`src/rtl/gb2_stream_counter.sv`:
```
// Stochastic-to-binary back end: counts ones per lane over a 2^LEN_LOG2-beat
// stream and hands the saturated per-lane counts out through valid/ready.
module gb2_stream_counter #(
  parameter int LANES    = 2,
  parameter int LEN_LOG2 = 8,
  parameter int W        = LEN_LOG2
) (
  input  logic                 clk,
  input  logic                 rst_n,
  input  logic                 start,
  input  logic                 in_valid,
  input  logic [LANES-1:0]     z,
  output logic                 busy,
  output logic                 out_valid,
  input  logic                 out_ready,
  output logic [LANES*W-1:0]   count_out,
  output logic [1:0]           state_dbg
);

  // Handshake: a result transfers on any rising clk edge where out_valid and
  // out_ready are both 1; out_valid stays high and count_out stable until then.

  typedef enum logic [1:0] {
    S_IDLE  = 2'd0,
    S_ACCUM = 2'd1,
    S_HOLD  = 2'd2
  } state_t;

  localparam logic [LEN_LOG2-1:0] LAST_BEAT = '1;
  localparam logic [W-1:0]        MAX_OUT   = '1;

  state_t                    state_q, state_d;
  logic [LEN_LOG2-1:0]       beat_q, beat_d;
  logic [LANES-1:0][W:0]     lane_q, lane_d;
  logic [LANES*W-1:0]        count_q, count_d;
  logic                      busy_q, out_valid_q;

  always_comb begin
    state_d = state_q;
    beat_d  = beat_q;
    lane_d  = lane_q;
    count_d = count_q;
    case (state_q)
      S_IDLE: begin
        if (start) begin
          beat_d  = '0;
          lane_d  = '0;
          state_d = S_ACCUM;
        end
      end
      S_ACCUM: begin
        if (in_valid) begin
          beat_d = beat_q + 1'b1;
          for (int i = 0; i < LANES; i++) begin
            lane_d[i] = lane_q[i] + {{W{1'b0}}, z[i]};
          end
          if (beat_q == LAST_BEAT) begin
            state_d = S_HOLD;
            // Only a full all-ones stream reaches 2^W; clamp it to fit W bits.
            for (int i = 0; i < LANES; i++) begin
              count_d[i*W +: W] = lane_d[i][W] ? MAX_OUT : lane_d[i][W-1:0];
            end
          end
        end
      end
      S_HOLD: begin
        if (out_ready) begin
          if (start) begin
            beat_d  = '0;
            lane_d  = '0;
            state_d = S_ACCUM;
          end else begin
            state_d = S_IDLE;
          end
        end
      end
      default: state_d = S_IDLE;
    endcase
  end

  always_ff @(posedge clk) begin
    if (!rst_n) begin
      state_q     <= S_IDLE;
      beat_q      <= '0;
      lane_q      <= '0;
      count_q     <= '0;
      busy_q      <= 1'b0;
      out_valid_q <= 1'b0;
    end else begin
      state_q     <= state_d;
      beat_q      <= beat_d;
      lane_q      <= lane_d;
      count_q     <= count_d;
      busy_q      <= (state_d == S_ACCUM);
      out_valid_q <= (state_d == S_HOLD);
    end
  end

  assign busy      = busy_q;
  assign out_valid = out_valid_q;
  assign count_out = count_q;
  assign state_dbg = state_q;

endmodule

```
`config.mk`:
```
export PLATFORM = sky130hd
export DESIGN_NAME = gb2_stream_counter
export DESIGN_NICKNAME = d
export VERILOG_FILES = /design/src/rtl/gb2_stream_counter.sv
export SDC_FILE = /design/constraint.sdc
export NUM_CORES = 1
export LEC_CHECK = 0
export ABC_CLOCK_PERIOD_IN_PS = 2100
export BUFFER_PORTS_ARGS = -buffer_cell sky130_fd_sc_hd__buf_2
export CORE_UTILIZATION = 57
export DETAILED_ROUTE_END_ITERATION = 10
export GPL_ROUTABILITY_DRIVEN = 0
export PLACE_DENSITY = 0.87
export SKIP_CTS_REPAIR_TIMING = 1
export SLEW_MARGIN = 20
export SYNTH_ARGS = -nofsm -noshare
export SYNTH_HDL_FRONTEND = slang
export SYNTH_SLANG_ARGS = --single-unit
```
`constraint.sdc`:
```
create_clock -name clk -period 2.1 [get_ports clk]
set_clock_uncertainty 0.1 [all_clocks]
set_input_delay 0.21 -clock clk [delete_from_list [all_inputs] [get_ports clk]]
set_output_delay 0.21 -clock clk [all_outputs]
set_load 0.01 [all_outputs]
```
## After elaboration in Yosys (flattened, before gate mapping)

Cells that the tools add are included.

| cells by class | value |
|---|---|
| $add $sub $neg | 3 |
| multiply operators | 0 |
| divide/modulo/power cells | 0 |
| magnitude comparators | 0 |
| equality and inequality tests | 7 |
| shift-type cells | 0 |
| multiplexer cells | 16 |
| bitwise logic cells | 0 |
| reductions and logical operators | 4 |

Operators by type and width:

| cell | number |
|---|---|
| 18-bit 2-to-1 mux | 3 |
| 18-bit one-hot mux with 3 select lines | 1 |
| 8-bit 2-to-1 mux | 5 |
| 8-bit one-hot mux with 3 select lines | 1 |
| 9-bit by 1-bit adder with 9-bit output | 2 |
| 8-bit by 1-bit adder with 8-bit output (second input constant) | 1 |
| 8-bit equality test (second input constant) | 1 |
| 2-bit 2-to-1 mux | 4 |
| 2-bit one-hot mux with 3 select lines | 1 |
| 3-bit AND reduction | 2 |
| 2-bit by 1-bit equality test with 1-bit output (second input constant) | 2 |
| 2-bit equality test (second input constant) | 2 |
| 2-bit inequality test (second input constant) | 2 |
| 3-bit nonzero test | 1 |
| 2-bit zero test | 1 |
| 1-bit 2-to-1 mux | 1 |

| storage, ports and cells | value |
|---|---|
| flip-flop bits (word level) | 46 |
| latch bits | 0 |
| memory bits (writable) | 0 |
| memory bits (read-only) | 0 |
| output and inout port bits | 20 |
| memories kept | 0 |

## Longest topological paths before layout

Gate-level depths: netlist of run 1.

| logic depth | value |
|---|---|
| depth after elaboration | 5 |
| gate-level depth with buffers | 7 |
| depth with buffers taken out | 6 |

## Worst setup path before layout of run 1

Ideal clock, no wire load.

| timing | value |
|---|---|
| kind | register -> register |
| start | reg lane_q[0] (netlist name) |
| end | reg count_q[7], in the netlist count_out[7] |
| library setup time | 66 ps |
| arrival time | 1600 ps |
| required time | 1934 ps |
| path slack | 334 ps |
| cell stages (with the launch flop) | 8 |
| path through | dfxtp_1 -> ha_1 -> ha_1 -> nand3_2 -> or3_1 -> and3_1 -> buf_6 -> a21oi_2 |

| on the way | value |
|---|---|
| longest elaborated chain between the ends | 2 |

Ends and longest elaborated chain:

| what | RTL line | text |
|---|---|---|
| from (decl) | 34 | `logic [LANES-1:0][W:0] lane_q, lane_d;` |
| from (signal assigned) | 92 | `lane_q <= lane_d;` |
| 9-bit by 1-bit adder with 9-bit output | 55 | `lane_d[i] = lane_q[i] + {{W{1'b0}}, z[i]};` |
| 8-bit 2-to-1 mux | 61 | `count_d[i*W +: W] = lane_d[i][W] ? MAX_OUT : lane_d[i][W-1:0];` |
| to (signal assigned) | 93 | `count_q <= count_d;` |
| to (decl) | 35 | `logic [LANES*W-1:0] count_q, count_d;` |

No other way between the ends.
A chain may end at the register's enable or synchronous reset.

## Worst setup path in the final report of run 1

| timing | value |
|---|---|
| start | reg lane_q[0] (netlist name) |
| end | reg count_q[5], in the netlist count_out[5] |

Same word-level chain as after synthesis.

==> results of run 1 <==
cell usage after synthesis (all sizes together):
library cell  instances  share of area (%)
a221oi                2               0.81
or4                   4                1.4
and2b                 1               0.35
and3                  6                1.7
o31ai                 4                1.4
nand2b                2               0.70
xnor2                 9                3.7
a31oi                 8                2.3
a21o                  1               0.35
and3b                 1               0.41
clkbuf                7                1.4
o22ai                 5                1.4
inv                   6                1.0
or3                   7                2.0
nor2b                 1               0.29
o21a                  2               0.70
nand3b                4                1.4
nor3                  5                1.7
dfxtp                46                 43
nand4                 4                1.2
o221a                 2                1.0
a21oi                30                8.3
nand3                14                3.5
buf                   8                3.0
nand2                17                3.0
xor2                  4                1.6
o21ai                26                6.0
nor2                 12                2.1
and2                  1               0.29
ha                    5                2.9
a32o                  3                1.4
critical path, stage by stage, from the launching register on:
cell     delay, ns
dfxtp_1       0.34
ha_1          0.16
ha_1          0.24
nand3_2       0.16
or3_1         0.39
and3_1        0.29
a21oi_2       0.16
worst max path at each step:
stage                                             to                    from  slack [ns]
after global routing      count_out[14]$_SDFFE_PN0P_  lane_q[9]$_SDFFE_PN0P_        0.05
after CTS                 count_out[10]$_SDFFE_PN0P_  lane_q[9]$_SDFFE_PN0P_        0.20
after global placement    count_out[13]$_SDFFE_PN0P_                    z[1]        0.27
after floorplan            count_out[7]$_SDFFE_PN0P_  lane_q[0]$_SDFFE_PN0P_        0.33
final                      count_out[5]$_SDFFE_PN0P_  lane_q[0]$_SDFFE_PN0P_        0.21
after detailed placement  count_out[14]$_SDFFE_PN0P_                    z[1]        0.21
flip-flops by register name, summed over array words and instances (netlist names):
name / cells
lane_q: 18
count_out: 16
beat_q: 8
state_dbg: 2
busy: 1
out_valid: 1
metrics by stage:
stage	hold WS [ns]	instance area, um2	setup slack (ns)
floorplan	0.336	2160	0.334
global placement	0.344	2300	0.273
detailed placement	0.349	2300	0.206
CTS	0.200	2410	0.195
global route	0.226	2410	0.0488
finish	0.208	2410	0.207
logic make-up after synthesis:
group / Yosys count / share of synthesized area, %
AND/OR/NAND/NOR: 79 / 19.9
buffers and inverters: 21 / 5.39
flip-flops: 46 / 42.7
AO/OA/AOI/OAI: 83 / 23.8
adder cells (fa/ha/maj): 5 / 2.90
XOR/XNOR: 13 / 5.28
metal layers:
layer	GRT usage (%)	wire, um	vias up
met3	5.98	248	6
met1	30.6	2080	871
met2	41.8	2190	62
li1	-	-	959
met4	9.94	55	0
met5	0	0	-
final cells by class:
| class | count | area share, % |
|---|---|---|
| multi-input combinational | 180 | 46.4 |
| sequential | 46 | 38.2 |
| timing repair buffer | 33 | 7.57 |
| clock buffer | 5 | 2.85 |
| tap | 46 | 2.38 |
| clock inverter | 3 | 1.66 |
| inverter | 6 | 0.933 |
power groups by stage:
stage               Sequential, uW  Clock (uW)  Combinational, uW
global route                   884         691                128
floorplan                      904           0               83.1
finish                         882         641                118
global placement               903           0                113
detailed placement             903           0                115
CTS                            882         652                116
==> impl_metrics.yaml, run 1 <==
outcome:
  outcome: "complete, no violations"
floorplanning:
  core_area_um2: 3470
  ios: 27
  fp.dieW_um: 63.5
  fp.dieArea_um2: 4040
  die_height_um: 63.5
  rows: 21
  start_util_pct: 62.2
pwr:
  clkPwrFrac_pct: 39.1
  combPwrFrac_pct: 7.2
  seq_power_share_pct: 53.8
  p_sw_share_pct: 22.9
  power_uw: 1640
  p_sw_uw: 376
  ir_drop_mv: 0.444
  p_leak_uw: 0.000912
  powerDensity_nw_per_um2: 680
  p_int_uw: 1270
setup_path:
  worstReg2RegStart: "lane_q[0]$_SDFFE_PN0P_"
  r2r_slack_ns: 0.21
  rr_worst_depth: 6
  startpoint_type: "flop"
  crit_type: "flop to flop"
  cp_max_fo: 7
  cp.required_ns: 2.24
  endpoint_kind: "flop"
  timing.rr.end: "count_out[5]$_SDFFE_PN0P_"
  arrival_ns: 2.03
final_layout:
  final_cell_mix: "46 x dfxtp_1, 26 x buf_2, 24 x a21oi_1"
  final_common_cell: "dfxtp_1"
  multi_input_area_um2: 1120
  fillers: 285
  diodes: 0
  synthToLayoutAreaGrowth_pct: 11.8
  seq_area_um2: 921
  layout.cells.non_filler: 319
  final_core_util_pct: 69.6
  final_nets: 284
  layout-drive-gt1-share_pct: 18.7
sta:
  finalSetupViolCount: 0
  maxSlewHeadroom_pct: 54.9
  rsz0062_at_grt: "false"
  finalCritPeriodShare_pct: 90.2
  tns_ns: 0
  hold_viol: 0
  tightest_slew_ns: 0.675
  slew_viol_final: 0
  layout_min_cycle_time_ns: 1.89
  fmax_mhz: 528
clocking:
  root_buffer: "clkbuf_8"
  h-tree-depth: 2
  cts_tree: "yes"
  clk_path_buf_depth: 2
  clk_latency_ns: 0.30
  clk_pin_slew_ns: 0.08
  cts_inserted_buffers: 5
  clock_sinks: 46
drt:
  ant_nets: 0
  first_pass_iters: 4
  vias: 1898
  wirelength_um: 4570
  drc: 0
  wl_per_cell_um: 14.3
  drt-vias-per-instance: 5.95
  drt_iter0_markers: 136
worst_hold_path:
  hold_class: "input port to flop"
  hold_path_end: "out_valid$_SDFF_PN0_"
  min_from: "out_ready"
  whs_path_depth: 3
synth:
  synth_warnings: 0
  ys_seq_area_share_pct: 42.7
  ys_types: 41
  synthCells: 247
  ys_seq_elements: 46
  synth_fp_nets: 259
  synth.avg_cell_area_um2: 8.74
  synth_area_um2: 2160
grt:
  grtUsageTotal_pct: 25.0
  grt_pass1_vias: 1745
  grt_pass1_wl_um: 7900
  antenna_found_initial: 0
  grt_max_degree: 28
  grt-ovfl-total: 0
place:
  dp.cells: 311
  port_buffers: 26
  dp_hpwl_um: 3170
flow_run:
  max_cap_viol_count: 0
Note: power is estimated with default switching activity, not from simulation.
==> run 2: changes to the inputs <==
==> constraint.sdc (replaced) <==
create_clock -name clk -period 2.1 [get_ports clk]
set_clock_uncertainty 0.1 [all_clocks]
set_input_delay 0 -clock clk [delete_from_list [all_inputs] [get_ports clk]]
set_output_delay 0 -clock clk [all_outputs]
set_load 0.01 [all_outputs]
==> run 2 against run 1 <==
Net effect:
- register-to-register slack got worse by 0.03 ns
- critical path type unchanged
- largest cell class unchanged
- fmax is 1.5% lower
- sequential power hardly changed
==> impl_metrics.yaml, run 2 (synthesis gave the netlist of run 1 again) <==
sta:
  slew_viol_final: 0
  finalSetupViolCount: 0
  finalCritPeriodShare_pct: 91.5
  tns_ns: 0
  fmax_mhz: 520
  maxSlewHeadroom_pct: 56.1
  tightest_slew_ns: 0.658
  rsz0062_at_grt: "false"
  hold_viol: 0
  layout_min_cycle_time_ns: 1.92
clocking:
  root_buffer: "clkbuf_8"
  h-tree-depth: 2
  cts_tree: "yes"
  cts_inserted_buffers: 5
  clock_sinks: 46
  clk_latency_ns: 0.30
  clk_path_buf_depth: 2
  clk_pin_slew_ns: 0.08
drt:
  first_pass_iters: 4
  vias: 1916
  wirelength_um: 4530
  top_layer: "met4"
  met3_length_um: 294
  drc: 0
  dr_wl_met2_um: 2090
  ant_nets: 0
  drt_iter0_markers: 118
  wl_per_cell_um: 14.3
  drt-vias-per-instance: 6.06
  wl_met1_um: 2100
place:
  dp.cells: 308
  port_buffers: 26
  place_area_um2: 2280
  dp_hpwl_um: 3080
grt:
  grt_pass1_wl_um: 7760
  grt_max_degree: 28
  antenna_found_initial: 0
  grt_pass1_vias: 1787
  grtUsageTotal_pct: 24.0
  grt-ovfl-total: 0
final_layout:
  diodes: 0
  final_nets: 281
  layout-drive-gt1-share_pct: 17.8
  layout.cells.non_filler: 316
  final_common_cell: "dfxtp_1"
  fillers: 290
  largest-register: "lane_q"
  final_area_um2: 2390
  largest_reg_flops: 18
  synthToLayoutAreaGrowth_pct: 10.8
  final_cell_mix: "46 x dfxtp_1, 26 x buf_2, 24 x a21oi_1"
  final_core_util_pct: 68.9
flow_run:
  max_cap_viol_count: 0
setup_path:
  startpoint_type: "flop"
  crit_path_max_incr_delay_ns: 0.55
  slowest_stage: "or4_1"
  cp_max_fo: 27
  crit_buf_inv: 0
  cp.required_ns: 2.23
  critPathTopFamily: "simple AND/OR/NAND/NOR gates"
  endpoint_kind: "flop"
  crit_type: "flop to flop"
  path_cells: "and3b_1 > a21oi_4 > or4_1 > a21oi_1"
  arrival_ns: 2.05
floorplanning:
  ios: 27
  fp.dieW_um: 63.5
  core_area_um2: 3470
  fp.dieArea_um2: 4040
  die_height_um: 63.5
  rows: 21
  start_util_pct: 62.2
pwr:
  p_leak_uw: 0.000897
  powerDensity_nw_per_um2: 686
  ir_drop_mv: 0.416
worst_hold_path:
  hold_class: "input port to flop"
outcome:
  outcome: "complete, no violations"
[run 2: changes by cell type in the layout (fill, tap and decap cells not counted)]
cell and delta:
buf_4 -3
[run 2: power breakdown]
part | leakage [uW] | total (uW) | internal (uW) | switching (uW)
registers | 0.000371 | 882 | 877 | 5.20
clock network | 0.0000579 | 646 | 350 | 295
logic | 0.000468 | 113 | 34.9 | 77.7
total | 0.000897 | 1640 | 1260 | 378
[run 2: worst paths after layout]
kind | to | depth (start not counted) | from | slack, ns
worst max-delay path | beat_q[5]$_SDFFE_PN0P_ | 4 | state_dbg[0]$_SDFF_PN0_ | 0.18
worst min-delay path | state_dbg[1]$_SDFF_PN0_ | 3 | out_ready | 0.009
worst max register to register | beat_q[5]$_SDFFE_PN0P_ | 4 | state_dbg[0]$_SDFF_PN0_ | 0.18
worst min register to register | lane_q[0]$_SDFFE_PN0P_ | 2 | lane_q[0]$_SDFFE_PN0P_ | 0.36
[run 2: cell type report]
type | instances | area, um2 | share of cell area, %
clock buffers | 5 | 68.8 | 2.88
clock inverters | 3 | 40.0 | 1.67
inverters | 6 | 22.5 | 0.942
multi-input cells | 180 | 1120 | 46.9
flip-flops and latches | 46 | 921 | 38.5
well taps | 46 | 57.6 | 2.41
repair buffers | 30 | 160 | 6.70
[run 2: routing by layer]
metal / track usage [%] / up-vias
met2: 39.8 / 59
li1: - / 949
met4: 8.81 / 0
met3: 5.62 / 4
met1: 30.1 / 904
met5: 0 / -
[run 2: stage by stage]
step	power, uW	hold WS [ns]	worst slack [ns]
after floorplan	987	0.192	0.334
after global placement	1010	0.301	0.273
after detailed placement	1010	0.302	0.212
after CTS	1650	-0.00289	0.170
after global routing	1700	0.0431	0.0465
final	1640	0.00934	0.179
[run 2: worst reg2reg max path, cell delays in order, from the launching register on]
cell     delay, ns
dfxtp_1       0.45
and3b_1       0.40
a21oi_4       0.19
or4_1         0.55
a21oi_1       0.16
